--- src/rtl/one_hot_cycle_controller.sv ---
// Sequencer for the one-hot FETCH/DECODE/EXECUTE instruction-cycle state register.
// Define FETCH_WATCHDOG_EN to add a watchdog that flags and retries unacknowledged fetches.
module one_hot_cycle_controller #(
    parameter int CNT_W    = 4,
    parameter int RET_W    = 16,
    parameter int WD_LIMIT = 15
) (
    input  logic             clk,
    input  logic             rst,
    input  logic             run,
    input  logic             stall,
    input  logic             scan_enable,
    output logic             fetch_req,
    input  logic             fetch_ack,
    input  logic [CNT_W-1:0] exec_cycles,
    output logic [2:0]       state,
    output logic [2:0]       state_next,
    output logic             state_load,
    output logic             exec_done,
    output logic [RET_W-1:0] retired,
    output logic             error
);

    typedef enum logic [2:0] {
        FETCH   = 3'b001,
        DECODE  = 3'b010,
        EXECUTE = 3'b100
    } state_t;

    if (WD_LIMIT < 1) begin : g_wd_limit_check
        $error("WD_LIMIT must be at least 1");
    end

    // Raw bits rather than state_t: corrupted non-one-hot values must stay representable.
    logic [2:0]       state_q;
    logic             req_q, req_d;
    logic             done_q, done_d;
    logic [RET_W-1:0] ret_q, ret_d;
    logic             err_q, err_d;
    logic [CNT_W-1:0] cnt_q, cnt_d;

`ifdef FETCH_WATCHDOG_EN
    localparam int WD_W = $clog2(WD_LIMIT + 1);
    logic [WD_W-1:0] wd_q, wd_d;
`endif

    always_comb begin
        state_next = state_q;
        state_load = 1'b0;
        req_d      = req_q;
        done_d     = 1'b0;
        ret_d      = ret_q;
        err_d      = err_q;
        cnt_d      = cnt_q;
`ifdef FETCH_WATCHDOG_EN
        wd_d       = wd_q;
`endif
        if (rst) begin
            state_next = FETCH;
            state_load = 1'b1;
        end else if (scan_enable) begin
            done_d = done_q;
        end else begin
            case (state_q)
                FETCH: begin
                    // An outstanding request is never withdrawn by stall or run; only ack ends it.
                    if (req_q && fetch_ack) begin
                        req_d      = 1'b0;
                        state_next = DECODE;
                        state_load = 1'b1;
`ifdef FETCH_WATCHDOG_EN
                        wd_d       = '0;
`endif
                    end else if (req_q) begin
`ifdef FETCH_WATCHDOG_EN
                        if (wd_q == WD_W'(WD_LIMIT - 1)) begin
                            req_d = 1'b0;
                            err_d = 1'b1;
                            wd_d  = '0;
                        end else begin
                            wd_d = wd_q + WD_W'(1);
                        end
`endif
                    end else begin
                        req_d = run && !stall;
                    end
                end
                DECODE: begin
                    if (!stall) begin
                        cnt_d      = (exec_cycles == '0) ? '0 : exec_cycles - CNT_W'(1);
                        state_next = EXECUTE;
                        state_load = 1'b1;
                    end
                end
                EXECUTE: begin
                    if (!stall) begin
                        if (cnt_q == '0) begin
                            done_d     = 1'b1;
                            ret_d      = ret_q + RET_W'(1);
                            state_next = FETCH;
                            state_load = 1'b1;
                        end else begin
                            cnt_d = cnt_q - CNT_W'(1);
                        end
                    end
                end
                default: begin
                    state_next = FETCH;
                    state_load = 1'b1;
                    req_d      = 1'b0;
                    cnt_d      = '0;
                    err_d      = 1'b1;
`ifdef FETCH_WATCHDOG_EN
                    wd_d       = '0;
`endif
                end
            endcase
        end
    end

    always_ff @(posedge clk) begin
        if (rst) begin
            state_q <= FETCH;
            req_q   <= 1'b0;
            done_q  <= 1'b0;
            ret_q   <= '0;
            err_q   <= 1'b0;
            cnt_q   <= '0;
`ifdef FETCH_WATCHDOG_EN
            wd_q    <= '0;
`endif
        end else begin
            state_q <= state_next;
            req_q   <= req_d;
            done_q  <= done_d;
            ret_q   <= ret_d;
            err_q   <= err_d;
            cnt_q   <= cnt_d;
`ifdef FETCH_WATCHDOG_EN
            wd_q    <= wd_d;
`endif
        end
    end

    assign state     = state_q;
    assign fetch_req = req_q;
    assign exec_done = done_q;
    assign retired   = ret_q;
    assign error     = err_q;

endmodule

--- config.mk ---
export PLATFORM = sky130hd
export DESIGN_NAME = one_hot_cycle_controller
export DESIGN_NICKNAME = d
export VERILOG_FILES = /design/src/rtl/one_hot_cycle_controller.sv
export SDC_FILE = /design/constraint.sdc
export NUM_CORES = 1
export LEC_CHECK = 0
export BUFFER_PORTS_ARGS = -buffer_cell sky130_fd_sc_hd__buf_2
export CAP_MARGIN = 10
export CORE_MARGIN = 8
export CORE_UTILIZATION = 55
export CTS_BUF_LIST = sky130_fd_sc_hd__clkbuf_8
export DETAILED_ROUTE_END_ITERATION = 7
export GPL_ROUTABILITY_DRIVEN = 0
export HOLD_SLACK_MARGIN = 0.08
export PLACE_DENSITY = 0.81
export SKIP_LAST_GASP = 1
export SLEW_MARGIN = 15
export SYNTH_ARGS = -nofsm -noshare
export SYNTH_HDL_FRONTEND = slang
export SYNTH_SLANG_ARGS = --single-unit
--- constraint.sdc ---
create_clock -name clk -period 2.3 [get_ports clk]
set_input_delay 0.345 -clock clk [delete_from_list [all_inputs] [get_ports clk]]
set_output_delay 0.345 -clock clk [all_outputs]
set_load 0.03 [all_outputs]
== Word-level counts from Yosys, hierarchy flattened ==
Cells that the tools add are included.
W data, S select, Z words.
Word-level totals
  output and inout bits: 26
  latch bits: 0
  register bits: 26
  memory bits (writable): 0
  logic and storage cells: 54
  memory bits (read-only): 0
  memories kept: 0
  input port bits: 10
Cells by class
  reductions and logical operators: 11
  $lt $le $gt $ge: 0
  add/subtract/negate cells: 3
  multiply operators: 0
  bitwise logic cells: 5
  eq/ne operators: 6
  shift-type cells: 0
  mux-type cells: 23
  divide/modulo/power cells: 0
Operator list (count)
  $mux W3: 6
  $add A16 B1 Y16 const B: 1
  $mux W4: 4
  $pmux W4 S3: 1
  $mux W1: 9
  $pmux W3 S3: 1
  $logic_not A4 Y1: 2
  $sub A4 B1 Y4 const B: 2
  $ne A2 B2 Y1 const B: 3
  $not A1 Y1: 5
  $reduce_and A5 Y1: 1
  $reduce_and A2 Y1: 2
  $reduce_and A4 Y1: 1
  $eq A3 B1 Y1 const B: 1
  $eq A3 B2 Y1 const B: 1
  $eq A3 B3 Y1 const B: 1
  $pmux W1 S3: 1
  $reduce_or A3 Y1: 1
  $logic_and A1 B1 Y1: 2
  $pmux W1 S2: 1
  $reduce_or A2 Y1: 1
  $logic_not A1 Y1: 1

== Logic depth before layout (Yosys ltp) ==
Gate-level depths: netlist (run 1).
  word-level depth: 6
  depth in mapped cells: 7

== Least setup slack after synthesis (run 1) ==
No wires, ideal clock.
  path type: register -> output
  from: register state_q[1] (netlist: state[1])
  to: output port state_next[2]
  required time: 1.955 ns
  stages on the path, launching flop included: 6
  path buffers: 1
  path slack: -0.034 ns
  arrival time: 1.989 ns
  cells stage by stage: dfxtp_1 -> buf_2 -> nor3b_1 -> a211oi_1 -> or2_2 -> a21oi_1
On the way
  longest elaborated chain between the ends: 4
  elaborated cells between the ends (all ways): 6
  those cells by class: 3 x eq/ne; 3 x mux
RTL lines
  start: declaration: RTL line 35  | logic [2:0] state_q;
  start signal: assignment: RTL line 133  | state_q <= state_next;
  $eq A3 B3 Y1 (tied with other cells): RTL line 64  | case (state_q)
  $pmux W3 S3 *: RTL line 64
  $mux W3 *: RTL line 61  | end else if (scan_enable) begin
  $mux W3 *: RTL line 58  | if (rst) begin
  end: declaration: RTL line 17  | output logic [2:0] state_next,
Mark *: on every way between the ends. The rest lies on a longest branch, timed or not.

== Worst setup path in the final report (run 1) ==
  from: register cnt_q[0]
  to: output port state_next[0]
On the way
  longest elaborated chain between the ends: 6
RTL lines
  start: declaration: RTL line 40  | logic [CNT_W-1:0] cnt_q, cnt_d;
  start signal: assignment: RTL line 138  | cnt_q <= cnt_d;
  $logic_not A4 Y1: RTL line 97  | if (cnt_q == '0) begin
  $mux W3: RTL line 97
  $mux W3: RTL line 96  | if (!stall) begin
  $pmux W3 S3: RTL line 64
  $mux W3: RTL line 61
  $mux W3: RTL line 58
No other way between the ends.

==> impl_metrics.py, run 1 <==
metrics = {
    "die": {
        "start_util": 0.568,
        "pin_count": 36,
        "chipHeight_um": 68.9,
        "die-area_mm2": 0.00475,
        "coreArea_mm2": 0.00271,
        "die_w_um": 68.9,
        "fp-row-count": 19,
    },
    "route": {
        "via_count": 1551,
        "first_pass_iters": 4,
        "antenna_left": 0,
        "drtIter0Drc": 99,
        "viasPerCell": 6.13,
        "drc": 0,
        "avgRoutedWirePerCell_um": 15.3,
        "drt-total-wl_um": 3880,
    },
    "layout": {
        "drive_above_1_share": 0.279,
        "antenna_cells_inserted": 0,
        "areaGrowthSynthToFinish_pct": 19.2,
        "layout.nets": 236,
        "stdcell_area_mm2": 0.00184,
    },
    "setup_path": {
        "r2r-start": "cnt_q[0]$_SDFFE_PP0P_",
        "setup.worst_path.end_class": "output pin",
        "path_cells": "inv_1 -> ha_1 -> nor3b_4 -> nand3_2 -> o211ai_1 -> buf_2",
        "critPathSlowestCell": "nor3b_4",
        "crit_start": "cnt_q[0]$_SDFFE_PP0P_",
        "crit_fanout": 6,
        "worstPathRequired_ns": 1.96,
        "crit_family": "simple AND/OR/NAND/NOR gates",
        "path_buf_inv": 2,
        "worst_ep_arrival_time_ns": 1.82,
        "start_kind": "flop",
        "cp_slowest_stage_delay_ns": 0.38,
        "worstSetupPathType": "flop to output pin",
    },
    "global_routing": {
        "overflow": 0,
        "grt_pass1_vias": 1466,
        "grt_pass1_wl_um": 6310,
        "grt_max_degree": 17,
        "grt_use_total": 0.168,
        "grt_antenna_before_repair": 0,
    },
    "logic_synthesis": {
        "synthCells": 186,
        "synth-edff-count": 0,
        "avgSynthCellArea_um2": 8.28,
        "ys.flop_type": "dfxtp_1",
        "synth-async-reset-ratio": 0,
        "yosysSeqAreaShare": 0.338,
        "ys_warn_count": 0,
        "ys_types": 48,
        "synthesis.area_mm2": 0.00154,
        "synthesis.nets": 199,
        "ys_ff_latch": 26,
    },
    "clocking": {
        "cts_root_buf": "clkbuf_8",
        "clkLatencyLatePin_ns": 0.27,
        "cts_made_buffers": 3,
        "cts_max_level": 1,
        "hold_buffers": 0,
        "clk_pin_slew_ns": 0.09,
        "tritoncts": "built",
        "clock-sinks": 26,
        "cts_buffer_depth": 2,
    },
    "timing": {
        "maxSlewViolCount": 0,
        "fin_ws_ns": 0.134,
        "period_share": 0.942,
        "skew_ns": 0.00794,
        "fin_tns_setup_ns": 0,
        "clock.fmax_mhz": 462,
        "worstMarginPinSlew_ns": 0.491,
        "timing.final.crit_period_ns": 2.17,
        "hold_viol_final": 0,
        "slew_headroom": 0.670,
        "rsz0062_at_grt": "no",
        "setup_viol_count_final": 0,
    },
    "place": {
        "hpwl_um": 2890,
        "pre_cts_ws_ns": 0.256,
        "dpl_cell_area_mm2": 0.00174,
        "portBuffers": 35,
    },
    "outcome": {
        "status": "complete, no violations",
    },
    "power": {
        "ir_drop_v": 0.000412,
        "power_density_mw_per_mm2": 458,
        "leakage_nw": 0.719,
    },
    "job": {
        "drv_cap": 0,
    },
    "min_path": {
        "worstHoldStart": "scan_enable",
        "hp-class": "input pin to flop",
    },
}
synthesized netlist by cell type (2+ instances only):
master | number | area, um2
o21ai_0 | 5 | 25.0
nand3b_1 | 2 | 15.0
nand4_1 | 4 | 25.0
nor4_1 | 2 | 12.5
mux2i_1 | 2 | 20.0
nor2b_1 | 2 | 12.5
o31ai_1 | 8 | 60.1
xnor2_1 | 2 | 17.5
or3_1 | 4 | 25.0
o211ai_1 | 4 | 30.0
nor3b_1 | 4 | 30.0
buf_2 | 4 | 20.0
ha_1 | 3 | 37.5
nor3_1 | 6 | 30.0
nor3b_4 | 2 | 37.5
mux2_2 | 3 | 33.8
nor2_1 | 20 | 75.1
nand3_1 | 7 | 35.0
or4_1 | 6 | 45.0
and3_1 | 2 | 12.5
inv_1 | 11 | 41.3
nand2_1 | 8 | 30.0
o32ai_1 | 2 | 17.5
a21oi_1 | 19 | 95.1
clkbuf_1 | 4 | 15.0
dfxtp_1 | 26 | 521
xor2_1 | 3 | 26.3
sequential cells by signal, indices dropped and copies added (netlist names):
signal,count
error,1
state,3
exec_done,1
fetch_req,1
retired,16
cnt_q,4
per-stage QoR:
step / std cells / power, mW / utilization / hold slack, ns
global placement: 247 / 0.544 / 0.643 / 0.443
detailed placement: 247 / 0.548 / 0.643 / 0.446
floorplan: 186 / 0.520 / - / 0.500
global route: 253 / 0.869 / 0.677 / 0.456
finish: 253 / 0.840 / 0.677 / 0.424
CTS: 251 / 0.841 / 0.663 / 0.420
kinds of logic after synthesis:
kind of cell | Yosys count | share of synthesized area
AOI/OAI and AO/OA | 48 | 0.206
and+or+nand+nor | 79 | 0.311
DFF | 26 | 0.338
xor gates and xnor gates | 5 | 0.0284
buffers and inverters | 20 | 0.0569
adders and majority gates | 3 | 0.0244
muxes | 5 | 0.0349
path summary, 6_finish.rpt:
kind                                   end  slack (ns)  cells after the start
setup / recovery             state_next[0]        0.13                      6
hold / removal      exec_done$_SDFFE_PP0N_        0.42                      3
setup reg to reg  retired[13]$_SDFFE_PP0P_        0.23                      6
hold reg to reg     exec_done$_SDFFE_PP0N_        0.46                      2
area by class of cell:
type,instances,area (um2)
inverter,11,41.3
sequential,26,523
clock buffer,4,55.1
multi-input combinational,140,957
timing repair buffer,41,220
fill,237,875
tap,31,38.8
worst register-to-register path: cells and delay by family (launching register included):
family                     cells  cell delay (ns)
muxes                          1             0.37
DFF                            1             0.34
buffers and inverters          1             0.06
and+or+nand+nor                3             1.01
adders and majority gates      1             0.20
metal layers:
layer / GRT usage / part of all wire / vias to the layer above
li1: - / - / 765
met1: 0.187 / 0.42 / 718
met2: 0.299 / 0.49 / 58
met3: 0.0404 / 0.072 / 10
met4: 0.0627 / 0.019 / 0
met5: 0 / 0 / -
repair_timing:
action | 4_1_cts | 5_1_grt
endpoints found under the setup margin | 0 | 5
buffers inserted | 0 | 2
resized for setup | 0 | 6
report_power, final:
part,internal [mW],switching (mW),leakage (nW)
clock,0.153,0.147,0.0288
sequential,0.453,0.00455,0.210
combinational,0.0301,0.0522,0.480
placed cells by master (no fill, tap or decap), types with 5 or more instances in the layout:
cell,count
nor2_1,20
o21ai_0,5
or4_1,6
buf_4,6
o31ai_1,8
inv_1,11
nand2_1,8
buf_2,35
dfxtp_1,24
nor3_1,6
a21oi_1,18
nand3_1,6
Note: power is estimated with default switching activity, not from simulation.
==> run 2, diff against run 1 <==
--- a/config.mk
+++ b/config.mk
@@ -13,7 +13,7 @@
 export DETAILED_ROUTE_END_ITERATION = 7
 export GPL_ROUTABILITY_DRIVEN = 0
 export HOLD_SLACK_MARGIN = 0.08
-export PLACE_DENSITY = 0.81
+export PLACE_DENSITY = 0.79
 export SKIP_LAST_GASP = 1
 export SLEW_MARGIN = 15
 export SYNTH_ARGS = -nofsm -noshare
==> impl_metrics.py, run 2 (synthesis results as in run 1) <==
metrics = {
    "global_routing": {
        "grt_pass1_vias": 1477,
        "grt_pass1_wl_um": 6330,
        "grt_max_degree": 18,
        "grt_antenna_before_repair": 0,
        "overflow": 0,
        "grt_use_total": 0.169,
    },
    "timing": {
        "maxSlewViolCount": 0,
        "setup_viol_count_final": 0,
        "clock.fmax_mhz": 442,
        "rsz0062_at_grt": "yes",
        "worstMarginPinSlew_ns": 0.444,
        "fin_tns_setup_ns": 0,
        "skew_ns": 0.00334,
        "timing.final.crit_period_ns": 2.26,
        "slew_headroom": 0.702,
        "period_share": 0.984,
        "hold_viol_final": 0,
    },
    "route": {
        "via_count": 1542,
        "first_pass_iters": 4,
        "drt-total-wl_um": 3920,
        "drc": 0,
        "avgRoutedWirePerCell_um": 15.6,
        "drtIter0Drc": 146,
        "viasPerCell": 6.14,
        "antenna_left": 0,
    },
    "layout": {
        "largest_reg_flops": 16,
        "areaGrowthSynthToFinish_pct": 18.2,
        "final_util": 0.672,
        "antenna_cells_inserted": 0,
        "instances_no_fill": 251,
        "drive_above_1_share": 0.255,
        "layout.nets": 234,
        "final_cell_mix": "buf_2 (35), dfxtp_1 (25), nor2_1 (20), a21oi_1 (18), inv_1 (11)",
        "fill_cells": 237,
        "mostFrequentLayoutCell": "buf_2",
    },
    "power": {
        "p_total_mw": 0.926,
        "power_density_mw_per_mm2": 509,
        "ir_drop_v": 0.000527,
        "leakage_nw": 0.715,
    },
    "die": {
        "chipHeight_um": 68.9,
        "die_w_um": 68.9,
        "coreArea_mm2": 0.00271,
        "start_util": 0.568,
        "die-area_mm2": 0.00475,
        "fp-row-count": 19,
        "pin_count": 36,
    },
    "clocking": {
        "clock-sinks": 26,
        "cts_max_level": 1,
        "clkLatencyLatePin_ns": 0.28,
        "cts_root_buf": "clkbuf_8",
        "clk_pin_slew_ns": 0.09,
        "tritoncts": "built",
        "cts_made_buffers": 3,
        "cts_buffer_depth": 2,
    },
    "outcome": {
        "status": "complete, no violations",
    },
    "job": {
        "drv_cap": 0,
    },
    "setup_path": {
        "reg2reg_depth": 7,
        "crit_fanout": 6,
        "rrSetupSlack_ns": 0.10,
        "worstSetupPathType": "flop to output pin",
        "setup.worst_path.end_class": "output pin",
        "endpoint": "state_next[0]",
        "r2r-start": "cnt_q[0]$_SDFFE_PP0P_",
        "start_kind": "flop",
        "r2r_end": "retired[13]$_SDFFE_PP0P_",
        "crit_start": "cnt_q[0]$_SDFFE_PP0P_",
        "worst_ep_arrival_time_ns": 1.92,
        "worstPathRequired_ns": 1.96,
    },
    "place": {
        "portBuffers": 35,
        "hpwl_um": 2880,
        "placed_cells": 246,
    },
    "min_path": {
        "hp-class": "input pin to flop",
    },
}
## run 2: cell count changes in the layout (fill, tap and decap cells not counted), sizes merged
cell,delta
buf,-2
bufinv,+1
clkbuf,-1
## run 2: power by group
part | internal (mW) | switching, mW | total (mW)
clock network | 0.233 | 0.154 | 0.387
logic | 0.0299 | 0.0514 | 0.0812
registers | 0.453 | 0.00449 | 0.458
## run 2: cell type report
class	count	area, um2	share of cell area
tap	31	38.8	0.0213
clock buffer	3	41.3	0.0227
inverter	11	41.3	0.0227
multi-input combinational	140	942	0.518
clock inverter	1	30.0	0.0165
sequential	26	522	0.287
timing repair buffer	39	205	0.113
## run 2: how the worst min path moves through the flow
stage                                 from                      end  depth (start not counted)
finish                                 rst  retired[1]$_SDFFE_PP0P_                          2
detailed placement  exec_done$_SDFFE_PP0N_   exec_done$_SDFFE_PP0N_                          2
floorplan            cnt_q[1]$_SDFFE_PP0P_    cnt_q[1]$_SDFFE_PP0P_                          2
global route                           rst  retired[0]$_SDFFE_PP0P_                          2
global placement    exec_done$_SDFFE_PP0N_   exec_done$_SDFFE_PP0N_                          2
CTS                                    rst  retired[0]$_SDFFE_PP0P_                          2
## run 2: per-stage QoR
step           hold slack (ns)  worst slack (ns)  instance area, um2
2_1_floorplan            0.500            0.0218                1540
3_3_place_gp             0.451             0.331                1730
3_5_place_dp             0.450             0.268                1730
4_1_cts                  0.403            0.0218                1810
5_1_grt                  0.401           -0.0814                1820
6_report                 0.400            0.0364                1820
## run 2: metal layers
metal | track usage | part of all wire
met1 | 0.187 | 0.42
met2 | 0.305 | 0.49
met3 | 0.0275 | 0.068
met4 | 0.0802 | 0.017
met5 | 0 | 0
## run 2: repair_timing
action / 4_1_cts / 5_1_grt
endpoints found under the setup margin: 0 / 4
hold buffers: 0 / 0
resized for setup: 0 / 2
setup buffers: 0 / 1
## run 2: critical path, stage by stage, from the launching register on
cell and delay, ns:
dfxtp_1 0.34, inv_1 0.08, ha_1 0.21, nor3b_4 0.34, nand3_1 0.26, o211ai_1 0.17, buf_2 0.23
